File: src/rtl/operand_fetch_pkg.sv
// Shared defaults for the operand-fetch stage and its register array.
package operand_fetch_pkg;
   localparam int DATA_W_DEF   = 32;
   localparam int ADDR_W_DEF   = 5;
   localparam bit ZERO_REG_DEF = 1'b1;
   localparam int NUM_REGS     = 2**ADDR_W_DEF;
endpackage

File: src/rtl/operand_fetch_reg_array.sv
// 2-read/1-write register storage: combinational reads, synchronous write and clear.
module reg_array
   import operand_fetch_pkg::*;
#(
   parameter int DATA_W   = DATA_W_DEF,
   parameter int ADDR_W   = ADDR_W_DEF,
   parameter bit ZERO_REG = ZERO_REG_DEF
) (
   input  logic              clk,
   input  logic              rst_n,
   input  logic              we,
   input  logic [ADDR_W-1:0] wa,
   input  logic [DATA_W-1:0] wd,
   input  logic [ADDR_W-1:0] ra,
   input  logic [ADDR_W-1:0] rb,
   output logic [DATA_W-1:0] rda,
   output logic [DATA_W-1:0] rdb
);
   localparam int N = 2**ADDR_W;

   logic [DATA_W-1:0] mem [N];

   always_ff @(posedge clk) begin
      if (!rst_n) begin
         for (int i = 0; i < N; i++) mem[i] <= '0;
      end else if (we && !(ZERO_REG && wa == '0)) begin
         mem[wa] <= wd;
      end
   end

   // Force zero on read too, so reg 0 is clean regardless of any path into it.
   assign rda = (ZERO_REG && ra == '0) ? '0 : mem[ra];
   assign rdb = (ZERO_REG && rb == '0) ? '0 : mem[rb];
endmodule

File: src/rtl/operand_fetch.sv
// Operand-fetch stage: register file read with write bypass, stall hold/refresh, flush.
module operand_fetch
   import operand_fetch_pkg::*;
#(
   parameter int DATA_W   = DATA_W_DEF,
   parameter int ADDR_W   = ADDR_W_DEF,
   parameter bit ZERO_REG = ZERO_REG_DEF
) (
   input  logic              clk,
   input  logic              rst_n,
   input  logic              rd_valid,
   input  logic [ADDR_W-1:0] ra,
   input  logic [ADDR_W-1:0] rb,
   input  logic              we,
   input  logic [ADDR_W-1:0] wa,
   input  logic [DATA_W-1:0] wd,
   input  logic              stall,
   input  logic              flush,
   output logic              out_valid,
   output logic [DATA_W-1:0] a_data,
   output logic [DATA_W-1:0] b_data
);
   logic [DATA_W-1:0] rda, rdb, opa, opb;
   logic [ADDR_W-1:0] ha, hb;
   logic              wr_ok;

   reg_array #(.DATA_W(DATA_W), .ADDR_W(ADDR_W), .ZERO_REG(ZERO_REG)) u_rf (
      .clk  (clk),
      .rst_n(rst_n),
      .we   (we),
      .wa   (wa),
      .wd   (wd),
      .ra   (ra),
      .rb   (rb),
      .rda  (rda),
      .rdb  (rdb)
   );

   // A write to reg 0 under ZERO_REG never lands, so it must never bypass or refresh.
   assign wr_ok = we && !(ZERO_REG && wa == '0);
   assign opa   = (wr_ok && wa == ra) ? wd : rda;
   assign opb   = (wr_ok && wa == rb) ? wd : rdb;

   always_ff @(posedge clk) begin
      if (!rst_n) begin
         out_valid <= 1'b0;
         a_data    <= '0;
         b_data    <= '0;
         ha        <= '0;
         hb        <= '0;
      end else if (flush) begin
         out_valid <= 1'b0;
      end else if (stall) begin
         if (out_valid && wr_ok && wa == ha) a_data <= wd;
         if (out_valid && wr_ok && wa == hb) b_data <= wd;
      end else if (rd_valid) begin
         out_valid <= 1'b1;
         a_data    <= opa;
         b_data    <= opb;
         ha        <= ra;
         hb        <= rb;
      end else begin
         out_valid <= 1'b0;
      end
   end
endmodule

File: config.mk
export PLATFORM = sky130hd
export DESIGN_NAME = operand_fetch
export DESIGN_NICKNAME = d
export VERILOG_FILES = /design/src/rtl/operand_fetch_pkg.sv /design/src/rtl/operand_fetch_reg_array.sv /design/src/rtl/operand_fetch.sv
export SDC_FILE = /design/constraint.sdc
export NUM_CORES = 2
export LEC_CHECK = 0
export ABC_AREA = 1
export CAP_MARGIN = 20
export CORE_AREA = 2 2 360 433
export DETAILED_ROUTE_END_ITERATION = 8
export DIE_AREA = 0 0 362 435
export PLACE_DENSITY = 0.54
export SLEW_MARGIN = 20
export SYNTH_ARGS = -nofsm -noshare
export SYNTH_HDL_FRONTEND = slang
export SYNTH_HIERARCHICAL = 1
export SYNTH_SLANG_ARGS = --single-unit
File: constraint.sdc
create_clock -name clk -period 4.3 [get_ports clk]
set_input_delay 0.86 -clock clk [delete_from_list [all_inputs] [get_ports clk]]
set_output_delay 0.86 -clock clk [all_outputs]
set_load 0.03 [all_outputs]
# == Yosys cells after proc, flatten, opt, wreduce, memory -nomap -nowiden ==
# Memories as Yosys holds them, arrays and structs flattened.
# Index checks and enable logic that the tools add are counted.
# word_totals
word_cells,49
reg_bits,75
mem_count,1
ramBits,1024
input_bits,53
# op_classes
reduce_logical,16
n_eq_ne,6
n_bitwise,3
n_mux,18
# mem_list
name,words,word_bits,rd,rd_ports_with_merged_regs,write_ports,line,source
u_rf.mem,32,32,2,0,32,operand_fetch_reg_array.sv:21,logic [DATA_W-1:0] mem [N];
# ops
cell,count
32-bit 2-to-1 mux,11
32-bit OR reduction,1
5-bit == test,4
5-bit zero test,3
3-bit AND reduction,3
1-bit logical AND,6
1-bit 2-to-1 mux,6
5-bit 2-to-1 mux,1
2-bit by 1-bit inequality test with 1-bit output (second input constant),2
1-bit inverter,3
2-bit nonzero test,1
2-bit OR reduction,1
1-bit zero test,1

# == Logic depth before layout (Yosys ltp) ==
# depth
ltp_word,8
mapped_depth,17
depth_no_buf,14

# == By module ==
# Netlist, hierarchy kept.
# by_module_without_submodules
module,cells_per_inst,area_each_um2,n_inst,seq_area_each_um2
reg_array,7252,56548.0,1,30749.5
operand_fetch,801,4468.0,1,1501.4

# == Worst setup path before layout ==
# OpenSTA, ideal clock, no wires.
# synth_path
kind,in2reg
startpoint,in wa[3]
endpoint,"mem u_rf/mem[10][0] in the netlist's numbering, enable pin"
setup_time_ns,0.389
setup_slack_ns,1.419
arrival_ns,2.491
path_stages,11
n_path_buf,1
path_cell_list,inv_1 > nand3_1 > inv_1 > nand2_1 > nand3_1 > inv_1 > nand3_1 > inv_1 > nand2_1 > buf_2 > nand2_1
# synth_lines
item,line,source
"start, declared",operand_fetch.sv:15,"input logic [ADDR_W-1:0] wa,"
"end, declared",operand_fetch_reg_array.sv:21,

# == Final worst setup path ==
# layout_path
startpoint,in rb[0]
endpoint,reg b_data[7]
# layout_between
elab_chain_cells,5
elab_cells_between_ends,8
cone_classes,eq/ne: 1; mux: 4; reduce/logical: 2; memory: 1
# layout_lines
item,line,source
"start, declared",operand_fetch.sv:13,"input logic [ADDR_W-1:0] rb,"
memory read 32 x 32 bit / 5-bit zero test (equally long branches),--,
32-bit 2-to-1 mux (*),operand_fetch_reg_array.sv:33,assign rdb = (ZERO_REG && rb == '0) ? '0 : mem[rb];
via rdb[7],operand_fetch.sv:23,"logic [DATA_W-1:0] rda, rdb, opa, opb;"
32-bit 2-to-1 mux (*),operand_fetch.sv:42,assign opb = (wr_ok && wa == rb) ? wd : rdb;
32-bit 2-to-1 mux (*),operand_fetch.sv:56,end else if (rd_valid) begin
32-bit 2-to-1 mux (*),operand_fetch.sv:53,end else if (stall) begin
"end signal, assigned",operand_fetch.sv:55,if (out_valid && wr_ok && wa == hb) b_data <= wd;
"end signal, assigned",operand_fetch.sv:59,b_data <= opb;
"end, declared",operand_fetch.sv:21,output logic [DATA_W-1:0] b_data
# The timed path passes the listed nets; every way through them passes the cells marked *. The select of a mux whose other input is x is not followed.
# A chain may end at the register's enable or synchronous reset.

==> results.md <==
- Outcome: finished, final reports clean
- Die outline height: roughly 440 um
- Initial antenna violation count: 2
- Total Die Area: 0.157 mm^2
- Element type at the critical path end: flop
- Overflow left after global routing: 0
- Filler cell count: about 15k
- Crit share post-route: 0.702
- Max_slew headroom: 0.270
- Initial detailed-routing violation count: between 7k and 8k
- Area Overhead vs Synth: 13.5%
- Setup skew after layout: about 0.023 ns
- Antenna Nets Post-Route: 0
- Average wire per standard cell: around 26 um
- Critical path required time: ~5.0 ns
- Biggest fanout along the worst timing path: 56
- Slowest cell on the critical path: sky130_fd_sc_hd__buf_8
- Maximum vdd drop: 358 uV
- Number of violations of the max-capacitance limit: 0
- Die X: about 360 um
- Synthesized netlist cell count: 8053
- Family with the most delay on the worst path: simple AND/OR/NAND/NOR gates
- Post-layout util: 0.451
- Buffer and inverter count on the worst path: 4
- Total Routed Length: roughly 260000 um
- LEAKAGE: ~29 nW
- Hold violation count in the final report: 0
- Sequential element share of the synthesized area: 0.529
- Mapped cell area: between 0.06 and 0.07 mm^2
- Number of stages on the worst hold path: 2
- R2R setup slack: between 2 and 2.5 ns
- Dpl hpwl: about 160000 um
- Flop and latch count out of synthesis: 1099
- Maximum operating frequency: 331 MHz
- FF-to-FF Start: u_rf/mem[30][5]
- Setup Total Neg Slack: 0 ns
- Syn Area/Cell: approximately 7.6 um^2
- Buffer type at the clock tree root: sky130_fd_sc_hd__clkbuf_16
- CTS H-tree lvls: 4
- Clock tree from TritonCTS: built
- Max stage delay on crit path: approximately 0.34 ns
- CTS Hold Buffers Added: 0
- Clock buffers created by TritonCTS: 130
- First-pass GRT wire length: between 300000 and 400000 um
- Number of unique standard cell types used by synthesis: 26
- Startpoint types: input pin
- Pre-Repair DR Iteration Count: 9
- Total number of vias: 57.5k
- Reg2reg path depth: 12
- Most used cells in the layout excluding fill and tap cells: sky130_fd_sc_hd__nand2_1, sky130_fd_sc_hd__nor2_1, sky130_fd_sc_hd__nand3_1, sky130_fd_sc_hd__edfxtp_1, sky130_fd_sc_hd__o21ai_0
- Yosys warns: 6
- Unrepaired setup endpoints after global routing: no
- Clock tree sinks: ~1.1k
- Worst Hold Margin: around 0.47 ns
- Power, Total: about 28 mW
- List of cells traversed by the critical path: buf_8 > inv_8 > buf_12 > nand2_1 > nand3_1 > nand3_1 > nand2_1 > nand2_1 > nand3_1 > nand2_1 > nor2_1 > inv_1 > nor2_1 > nor2_1 > nor2_1
- Nets@finish: around 8.0k
- Multi-input gate area in the final layout: 0.0249 mm^2
- Final number of max-transition violations: 0
- CTS clock-pin slew for the worst setup and hold paths: 0.06 ns
- Std cell rows: about 160
- Port Buffer Count: 117
- Worst-Margin Slew: approximately 1.1 ns
- Clock latency on the worst-skew pair: between 0.7 and 0.8 ns
- Initial Util: 0.397
- Clock period minus worst slack: between 3 and 4 ns
- Per-cell via count in the routed design: roughly 5.7
- Sink of the worst hold path: hb[0]
- Classification of the worst setup path: input pin to flop
- Ratio of cells with drive above 1 in the final layout: 0.0675
- Finish-stage setup viols: 0
- FF-to-FF End: a_data[5]
- Post-cts resize count: 0
- Vias in the first global route: roughly 54k
- Post-route DRC violation count: 0
- Hold Crit Start: hb[0]
- Gp weighted congestion: slightly below 1
- Critical path data arrival time: roughly 3.7 ns
- Worst Hold Class: flop to flop
- Core Box Area: ~0.15 mm^2
- Power density normalized to cell area: around 400 mW/mm^2
- Pin count of the biggest net entering global routing: 100
- Top-level port count: around 120
- Sequential Area: between 0.03 and 0.04 mm^2
- Setup fix buffers added after clock tree synthesis: 0
- Most common cell after layout, fill and taps aside: sky130_fd_sc_hd__nand2_1
- GRT Util Overall: 0.325
- Clk buf depth: 3
[logic make-up after synthesis]
kind of cell	share of synthesized area
simple gates	0.352
flops	0.529
buf+inv	0.0671
compound gates	0.0504
xor+xnor	0.00172
other cells	0.0000615
[worst max-delay path by stage]
stage / cells past startpoint / from / end / slack, ns
2_1_floorplan: 11 / wa[3] / u_rf/mem[10][0] / 1.42
5_1_grt: 16 / rb[0] / b_data[8] / 1.26
3_5_place_dp: 16 / rb[0] / b_data[7] / 0.67
6_report: 15 / rb[0] / b_data[7] / 1.28
4_1_cts: 1 / out_valid / out_valid / 1.43
3_3_place_gp: 16 / rb[0] / b_data[7] / 0.66
[cells in the mapped netlist (all sizes together)]
| cell | n | area share |
|---|---|---|
| xor2 | 2 | 0.00029 |
| conb | 1 | 0.000061 |
| inv | 299 | 0.018 |
| nand4 | 3 | 0.00031 |
| dfxtp | 75 | 0.025 |
| o211ai | 22 | 0.0027 |
| nand3 | 1050 | 0.086 |
| o21ai | 447 | 0.037 |
| o211a | 1 | 0.00016 |
| nor3 | 9 | 0.00074 |
| buf | 367 | 0.030 |
| clkinv | 3 | 0.00018 |
| xnor2 | 10 | 0.0014 |
| nor2 | 1993 | 0.12 |
| clkbuf | 305 | 0.019 |
| nand2 | 2310 | 0.14 |
| edfxtp | 1024 | 0.50 |
| a21oi | 132 | 0.011 |
[registers in the layout (all words and copies together), names as in the netlist]
signal and count:
u_rf/mem 1024, a_data 32, b_data 32, ha 5, hb 5, out_valid 1
[metrics by stage]
stage / cell area (um^2) / cells / worst slack (ns)
floorplan: 61100 / 8084 / 1.42
global placement: 65100 / 9833 / 0.662
detailed placement: 65100 / 9833 / 0.674
CTS: 69300 / 10064 / 1.43
global route: 69300 / 10064 / 1.26
finish: 69300 / 10066 / 1.28
[final cells by class]
cell class	count	area share
Antenna cell	2	0.0000723
Clock buffer	170	0.0523
Clock inverter	61	0.00706
Inverter	302	0.0169
Multi-Input combinational cell	6011	0.359
Sequential cell	1099	0.466
Tap cell	2000	0.0361
Timing Repair Buffer	421	0.0627
[metal layers]
metal  vias up  GRT usage  routed length, um
met5         -          0                 15
met4         2      0.193              17000
met3       688     0.0553              23500
met2      3171      0.529             123000
met1     27712      0.405              98000
li1      25888          -                  -
[power by group]
group	switching, mW	leakage, nW	internal, mW	total, mW
clock	4.59	2.02	6.39	11.0
sequential	0.309	10.4	12.3	12.6
combinational	3.05	16.7	1.13	4.18
[worst min-delay path, stage by stage (launching register included)]
cell                      delay, ns
sky130_fd_sc_hd__dfxtp_1       0.30
sky130_fd_sc_hd__inv_1         0.06
sky130_fd_sc_hd__a21oi_1       0.06
Power figures use the tool's default switching activity.
